<file path="config.mk">
export PLATFORM = sky130hd
export DESIGN_NAME = hs4_rx_fifo
export DESIGN_NICKNAME = d
export VERILOG_FILES = /design/src/rtl/hs4_rx_fifo.sv
export SDC_FILE = /design/constraint.sdc
export NUM_CORES = 1
export LEC_CHECK = 0
export ABC_AREA = 1
export BUFFER_PORTS_ARGS = -buffer_cell sky130_fd_sc_hd__buf_2
export CAP_MARGIN = 20
export CORE_ASPECT_RATIO = 0.75
export CORE_MARGIN = 5
export CORE_UTILIZATION = 55
export CTS_CLUSTER_DIAMETER = 30
export DETAILED_ROUTE_END_ITERATION = 6
export GPL_ROUTABILITY_DRIVEN = 0
export GPL_TIMING_DRIVEN = 0
export PLACE_DENSITY = 0.78
export SLEW_MARGIN = 30
export SYNTH_ARGS = -nofsm -noshare
export SYNTH_HDL_FRONTEND = slang
export SYNTH_SLANG_ARGS = --single-unit
</file>
<file path="constraint.sdc">
create_clock -name clkb -period 5.7 [get_ports clkb]
set_input_delay 1.14 -clock clkb [delete_from_list [all_inputs] [get_ports clkb]]
set_output_delay 1.14 -clock clkb [all_outputs]
set_load 0.01 [all_outputs]
</file>
<file path="src/rtl/hs4_rx_fifo.sv">
// hs4_rx_fifo: receive end of a 4-phase req/ack link, buffering words into a FIFO.
// Latency: data_req sampled high at edge k -> push and data_ack at edge k+SYNC_STAGES.
// Backpressure: data_ack is withheld while the FIFO is full; downstream uses valid/ready.

// hs4_fifo: generic register-file FIFO with a registered occupancy count.
// Latency: one edge from push to out valid; read data is combinational from storage.
// Backpressure: push_rdy drops when full; pops while empty are ignored.
module hs4_fifo #(
  parameter int DW    = 4,
  parameter int DEPTH = 4
) (
  input  logic                     clk,
  input  logic                     rst,
  input  logic                     push_vld,
  output logic                     push_rdy,
  input  logic [DW-1:0]            push_dat,
  output logic                     pop_vld,
  input  logic                     pop_rdy,
  output logic [DW-1:0]            pop_dat,
  output logic [$clog2(DEPTH):0]   count
);
  localparam int PW = $clog2(DEPTH);
  localparam logic [PW:0] FULL_CNT = (PW+1)'(DEPTH);

  logic [DW-1:0] mem [DEPTH];
  logic [PW-1:0] wr_ptr;
  logic [PW-1:0] rd_ptr;
  logic          do_push;
  logic          do_pop;

  assign push_rdy = (count != FULL_CNT);
  assign pop_vld  = (count != '0);
  assign do_push  = push_vld && push_rdy;
  assign do_pop   = pop_vld && pop_rdy;
  assign pop_dat  = mem[rd_ptr];

  // Storage is not reset; its contents are only observable while count != 0.
  always_ff @(posedge clk) begin
    if (do_push) begin
      mem[wr_ptr] <= push_dat;
    end
  end

  always_ff @(posedge clk) begin
    if (rst) begin
      wr_ptr <= '0;
      rd_ptr <= '0;
      count  <= '0;
    end else begin
      if (do_push) begin
        wr_ptr <= wr_ptr + PW'(1);
      end
      if (do_pop) begin
        rd_ptr <= rd_ptr + PW'(1);
      end
      case ({do_push, do_pop})
        2'b10:   count <= count + (PW+1)'(1);
        2'b01:   count <= count - (PW+1)'(1);
        default: count <= count;
      endcase
    end
  end
endmodule

module hs4_rx_fifo #(
  parameter int DW          = 4,
  parameter int DEPTH       = 4,
  parameter int SYNC_STAGES = 2
) (
  input  logic                     clkb,
  input  logic                     rst,
  input  logic                     data_req,
  input  logic [DW-1:0]            data,
  output logic                     data_ack,
  output logic [DW-1:0]            out_data,
  output logic                     out_valid,
  input  logic                     out_ready,
  output logic [$clog2(DEPTH):0]   fifo_count,
  output logic [7:0]               xfer_cnt
);
  typedef enum logic {ST_IDLE, ST_ACK} state_t;

  state_t                 state_q;
  state_t                 state_d;
  logic [SYNC_STAGES-1:0] sync_q;
  logic                   req_s;
  logic                   cap_vld;
  logic                   cap_rdy;

  // data itself is never synchronized: it is only sampled once req_s is high.
  always_ff @(posedge clkb) begin
    if (rst) begin
      sync_q <= '0;
    end else begin
      sync_q <= {sync_q[SYNC_STAGES-2:0], data_req};
    end
  end

  assign req_s = sync_q[SYNC_STAGES-1];

  always_ff @(posedge clkb) begin
    if (rst) begin
      state_q <= ST_IDLE;
    end else begin
      state_q <= state_d;
    end
  end

  // One capture per handshake: only IDLE may push, and only when there is room.
  always_comb begin
    state_d = state_q;
    cap_vld = 1'b0;
    case (state_q)
      ST_IDLE: begin
        if (req_s && cap_rdy) begin
          cap_vld = 1'b1;
          state_d = ST_ACK;
        end
      end
      ST_ACK: begin
        if (!req_s) begin
          state_d = ST_IDLE;
        end
      end
      default: state_d = ST_IDLE;
    endcase
  end

  assign data_ack = (state_q == ST_ACK);

  always_ff @(posedge clkb) begin
    if (rst) begin
      xfer_cnt <= '0;
    end else if (cap_vld) begin
      xfer_cnt <= xfer_cnt + 8'd1;
    end
  end

  hs4_fifo #(
    .DW    (DW),
    .DEPTH (DEPTH)
  ) u_fifo (
    .clk      (clkb),
    .rst      (rst),
    .push_vld (cap_vld),
    .push_rdy (cap_rdy),
    .push_dat (data),
    .pop_vld  (out_valid),
    .pop_rdy  (out_ready),
    .pop_dat  (out_data),
    .count    (fifo_count)
  );
endmodule

</file>
# Word level (Yosys, flattened, before mapping)
# Memories as Yosys holds them, arrays and structs flattened. A register that Yosys moved wholly into a read port is not among the register bits.
# Cells that the tools add are included.
# W data, S select, Z words.
word_totals:
  ff_bits: 18
  ram_bits: 16
  inputBits: 8
  out_inout_bits: 17
  word_cells: 30
  memories: 1
mem_list:
  columns: ["memory", "depth", "width", "rd", "rd_clocked_by_memory_dff", "wr", "line", "text"]
  rows:
  - ["u_fifo.mem", 4, 4, 1, 1, 1, "25", "logic [DW-1:0] mem [DEPTH];"]
op_classes:
  n_addsub: 5
  n_eq_ne: 3
  muxes: 9
  bitwise: 1
  reduce_logical: 5
op_table:
  columns: ["cell", "n"]
  rows:
  - ["$add A8 B1 Y8 const B", 1]
  - ["$pmux W3 S2", 1]
  - ["$mux W1", 5]
  - ["$add A2 B1 Y2 const B", 2]
  - ["$mux W2", 2]
  - ["$add A3 B1 Y3 const B", 1]
  - ["$logic_and A1 B1 Y1", 3]
  - ["$ne A3 B3 Y1 const B", 1]
  - ["$reduce_bool A3 Y1", 1]
  - ["$sub A3 B1 Y3 const B", 1]
  - ["$eq A2 B1 Y1 const B", 1]
  - ["$eq A2 B2 Y1 const B", 1]
  - ["$pmux W1 S2", 1]
  - ["$reduce_bool A2 Y1", 1]
  - ["$not A1 Y1", 1]

# Longest topological paths before layout
depth:
  depth_word: 7
  ltp_mapped: 13
  mapped_depth_nobuf: 12

# Cells and area by module
# A second synthesis with hierarchy kept.
hier_totals:
  cells_unflattened: 183
  area_unflattened_um2: 1611.5
modules_own_cells:
  columns: ["mod", "n_inst", "cells_each", "area_per_inst_um2", "seq_area_each_um2"]
  rows:
  - ["hs4_fifo", 1, 106, 1098.6, 660.6]
  - ["hs4_rx_fifo", 1, 77, 513.0, 220.2]

# Least setup slack after synthesis
# Ideal clock, no wire load.
synth_timing:
  kind: "input -> register"
  from: "in out_ready"
  to: "reg u_fifo.count[2]"
  setup_time_ps: 119
  t_arrival_ps: 2267
  required_time_ps: 5581
  setup_slack_ps: 3313
  stages: 8
  path_buffers: 0
  cell_sequence: "a21boi_4 ha_1 inv_1 fa_1 nand2_1 nand3_1 o21ai_0 a21oi_1"
synth_between:
  elab_chain_cells: 3
  elab_cells_between_ends: 5
  cone_classes: "eq/ne (2); mux (1); reduce/logical (2)"
synth_rtl:
  columns: ["item", "line", "text"]
  rows:
  - ["start: declaration", "77", "input logic out_ready,"]
  - ["$logic_and A1 B1 Y1 (*)", "34", "assign do_pop = pop_vld && pop_rdy;"]
  - ["$eq A2 B1 Y1 / $eq A2 B2 Y1 (equally long branches)", "56", "case ({do_push, do_pop})"]
  - ["$pmux W3 S2 / $reduce_bool A2 Y1 (equally long branches)", null, null]
  - ["end signal: assignment", "57", "2'b10: count <= count + (PW+1)'(1);"]
  - ["end signal: assignment", "58", "2'b01: count <= count - (PW+1)'(1);"]
  - ["end signal: assignment", "59", "default: count <= count;"]
  - ["end: declaration", "20", "output logic [$clog2(DEPTH):0] count"]
# Every way passes the cells marked *; elsewhere a longest branch is shown, timed or not.
# A chain may end at the register's enable or synchronous reset.

==> results_dict.tcl <==
set metrics [dict create \
    drc 0 \
    synth-adder-area-share_pct 5.98 \
    synth_area_um2 1590 \
    post-cts-setup-buffer-count 0 \
    synth_xor_area_share_pct 0 \
    path_class "register to output port" \
    slowest_stage "dfxtp_1" \
    maxCapViolCount 0 \
    clkTransAtPathRegs_ns 0.07 \
    maxSlewHeadroom_pct 70.5 \
    root_buffer "clkbuf_8" \
    cts_tree "built" \
    synth_nets 184 \
    grtUsageTotal_pct 16.8 \
    hold_path_depth 2 \
    antenna_cells 0 \
    reg2regPathDepth 11 \
    cp-start-kind "register" \
    total_power_uw 620 \
    die_w_um 72.1 \
    ys_warn_count 0 \
    synth_cells 169 \
    seq_area_frac_synth_pct 55.4 \
    cellLeakagePower_uw 0.000784 \
    htreeDepth 2 \
    synthToLayoutAreaGrowth_pct 15.5 \
    avgSynthCellArea_um2 9.41 \
    grt_pass1_vias 1172 \
    yosys.area_share.simple_pct 16.5 \
    tightest_slew_ns 0.441 \
    cp_max_fo 9 \
    ant_nets 0 \
    port_buffers 24 \
    clk-insertion-delay-late_ns 0.29 \
    synth_compound_area_share_pct 13.3 \
    die_height_um 56.6 \
    crit_required_ns 4.56 \
    io_pins 25 \
    yosysUniqueCellTypes 27 \
    cp-end-kind "output port" \
    fin_tns_setup_ns 0 \
    final_max_slew_viol_count 0 \
    drt_pass1_iterations 4 \
    muxShareOfSynthArea_pct 0 \
    path_depth 5 \
    grt-ovfl-total 0 \
    viasPerCell 4.98 \
    row_count 16 \
    min_to "sync_q[1]$_SDFF_PP0_" \
    r2r-end "u_fifo.count[2]$_SDFFE_PP0P_" \
    crit_family "buffers and inverters" \
    setup_violations 0 \
    post_drt_wl_per_cell_um 12.9 \
    drive_above_1_share_pct 21.9 \
    cts_sinks 36 \
    worst_slack_ns 3.21 \
    hpwl_um 2280 \
    clockBufferDepth 2 \
    hp-start "sync_q[0]$_SDFF_PP0_" \
    grt_pass1_wl_um 5180 \
    async_flop_share_pct 0 \
    synth_top_area_share_pct 30.2 \
    ys_seq_elements 36 \
    synth.area.top_cells "edfxtp_1 (30%), dfxtp_1 (25%), inv_1 (6.8%), nor2_1 (6.8%), o21ai_0 (5.0%)" \
    detail_route.iter0.violations 63 \
    finalCriticalPeriod_ns 2.49 \
    via_count 1181 \
    path_cells "buf_2 > inv_1 > o21ai_0 > o22ai_1 > buf_2" \
    antenna_found_initial 0 \
    layout_common_cells "inv_1 (29), nor2_1 (29), buf_2 (25)" \
    cts_hold_buffers 0 \
    pwr_density_cell_nw_per_um2 338 \
    routed_wl_um 3060 \
    max_stage_delay_ns 0.31 \
    synth_edf_count 16 \
    nNetsFinal 215 \
    utilization_pct 68.5 \
    synth_area_leader_cell "edfxtp_1" \
    core-area_um2 2680 \
    cp.arrival_ns 1.35 \
    synth_top_family_by_area "simple AND/OR/NAND/NOR gates" \
    cts_buffers 5 \
    cts_resized 0 \
    final-hold-violation-count 0 \
    r2r_setup_slack_ns 3.66 \
    min_path_type "register to register" \
    cp_num_buf_inv 3 \
    critPathMostFrequentCell "buf_2" \
    fmax_ghz 0.402 \
    synth_ff_type "dfxtp_1" \
    fin_crit_sh_pct 43.6 \
    rsz0062_at_grt "no" \
    grt_max_degree 12 \
    irDropWorstVdd_mv 0.222 \
    status "finished, final reports clean" \
    clock_skew_ns 0.00516 \
    start_util_pct 59.3 \
    worstReg2RegStart "u_fifo.count[0]$_SDFFE_PP0P_" \
    pre_cts_slack_ns 3.11 \
    die-area_um2 4080 \
]
tightest hold or removal path: stages (launching register included):
cell and delay [ns]:
dfxtp_1 0.30, inv_1 0.04, nor2_1 0.04
flip-flops by register name, summed over array words and instances, names as in the netlist, named ones only:
register and flops:
u_fifo.mem 16, u_fifo.count 3, data_ack 1, u_fifo.wr_ptr 2
xfer_cnt 8, u_fifo.rd_ptr 2, sync_q 2
report_power, final:
part | total, µW | switching (µW) | internal (µW)
Sequential | 304 | 16.5 | 287
Clock | 172 | 86.2 | 85.7
Combinational | 145 | 89.6 | 54.9
Total | 620 | 192 | 428
per-stage QoR:
stage               instances  hold slack, ns  area (µm²)
floorplan                 169           0.388        1590
global placement          229           0.416        1760
detailed placement        229           0.411        1760
CTS                       237           0.425        1840
global route              237           0.458        1840
finish                    237           0.422        1840
cell type report:
cell class,instances,area (µm²)
Clock inverter,1,5.00
Inverter,30,113
Sequential cell,36,881
Timing Repair Buffer,24,120
Buffer,3,27.5
Tap cell,36,45.0
Clock buffer,7,76.3
Multi-Input combinational cell,100,569
Fill cell,220,846
kinds of logic (layout without fill, tap and decap cells):
group,after synthesis,after routing
AO/OA/AOI/OAI,36,36
adder cells (fa/ha/maj),7,7
buffers and inverters,33,65
flip-flops,36,36
AND/OR/NAND/NOR,57,57
worst max path at each step:
stage / startpoint / endpoint / slack [ns]
2_1_floorplan: out_ready / u_fifo.count[2]$_SDFFE_PP0P_ / 3.31
3_3_place_gp: out_ready / u_fifo.count[2]$_SDFFE_PP0P_ / 3.17
3_5_place_dp: out_ready / u_fifo.count[2]$_SDFFE_PP0P_ / 3.11
4_1_cts: register / out_data[1] / 3.20
5_1_grt: register / out_data[0] / 3.04
6_report: register / out_data[1] / 3.21
metal layers:
metal / global-route usage, % / wire length [µm] / vias up
li1: - / - / 609
met1: 20.4 / 1420 / 539
met2: 26.8 / 1410 / 27
met3: 6.42 / 175 / 6
met4: 6.43 / 50 / 0
met5: 0 / 0 / -
synthesized netlist by cell type (all sizes together) (3+ instances only):
master  count
inv        30
nor2       30
dfxtp      20
o21ai      19
nand2      18
edfxtp     16
a21oi      10
ha          6
nand3       5
o22ai       4
buf         3
(Power assumes the default switching activity.)
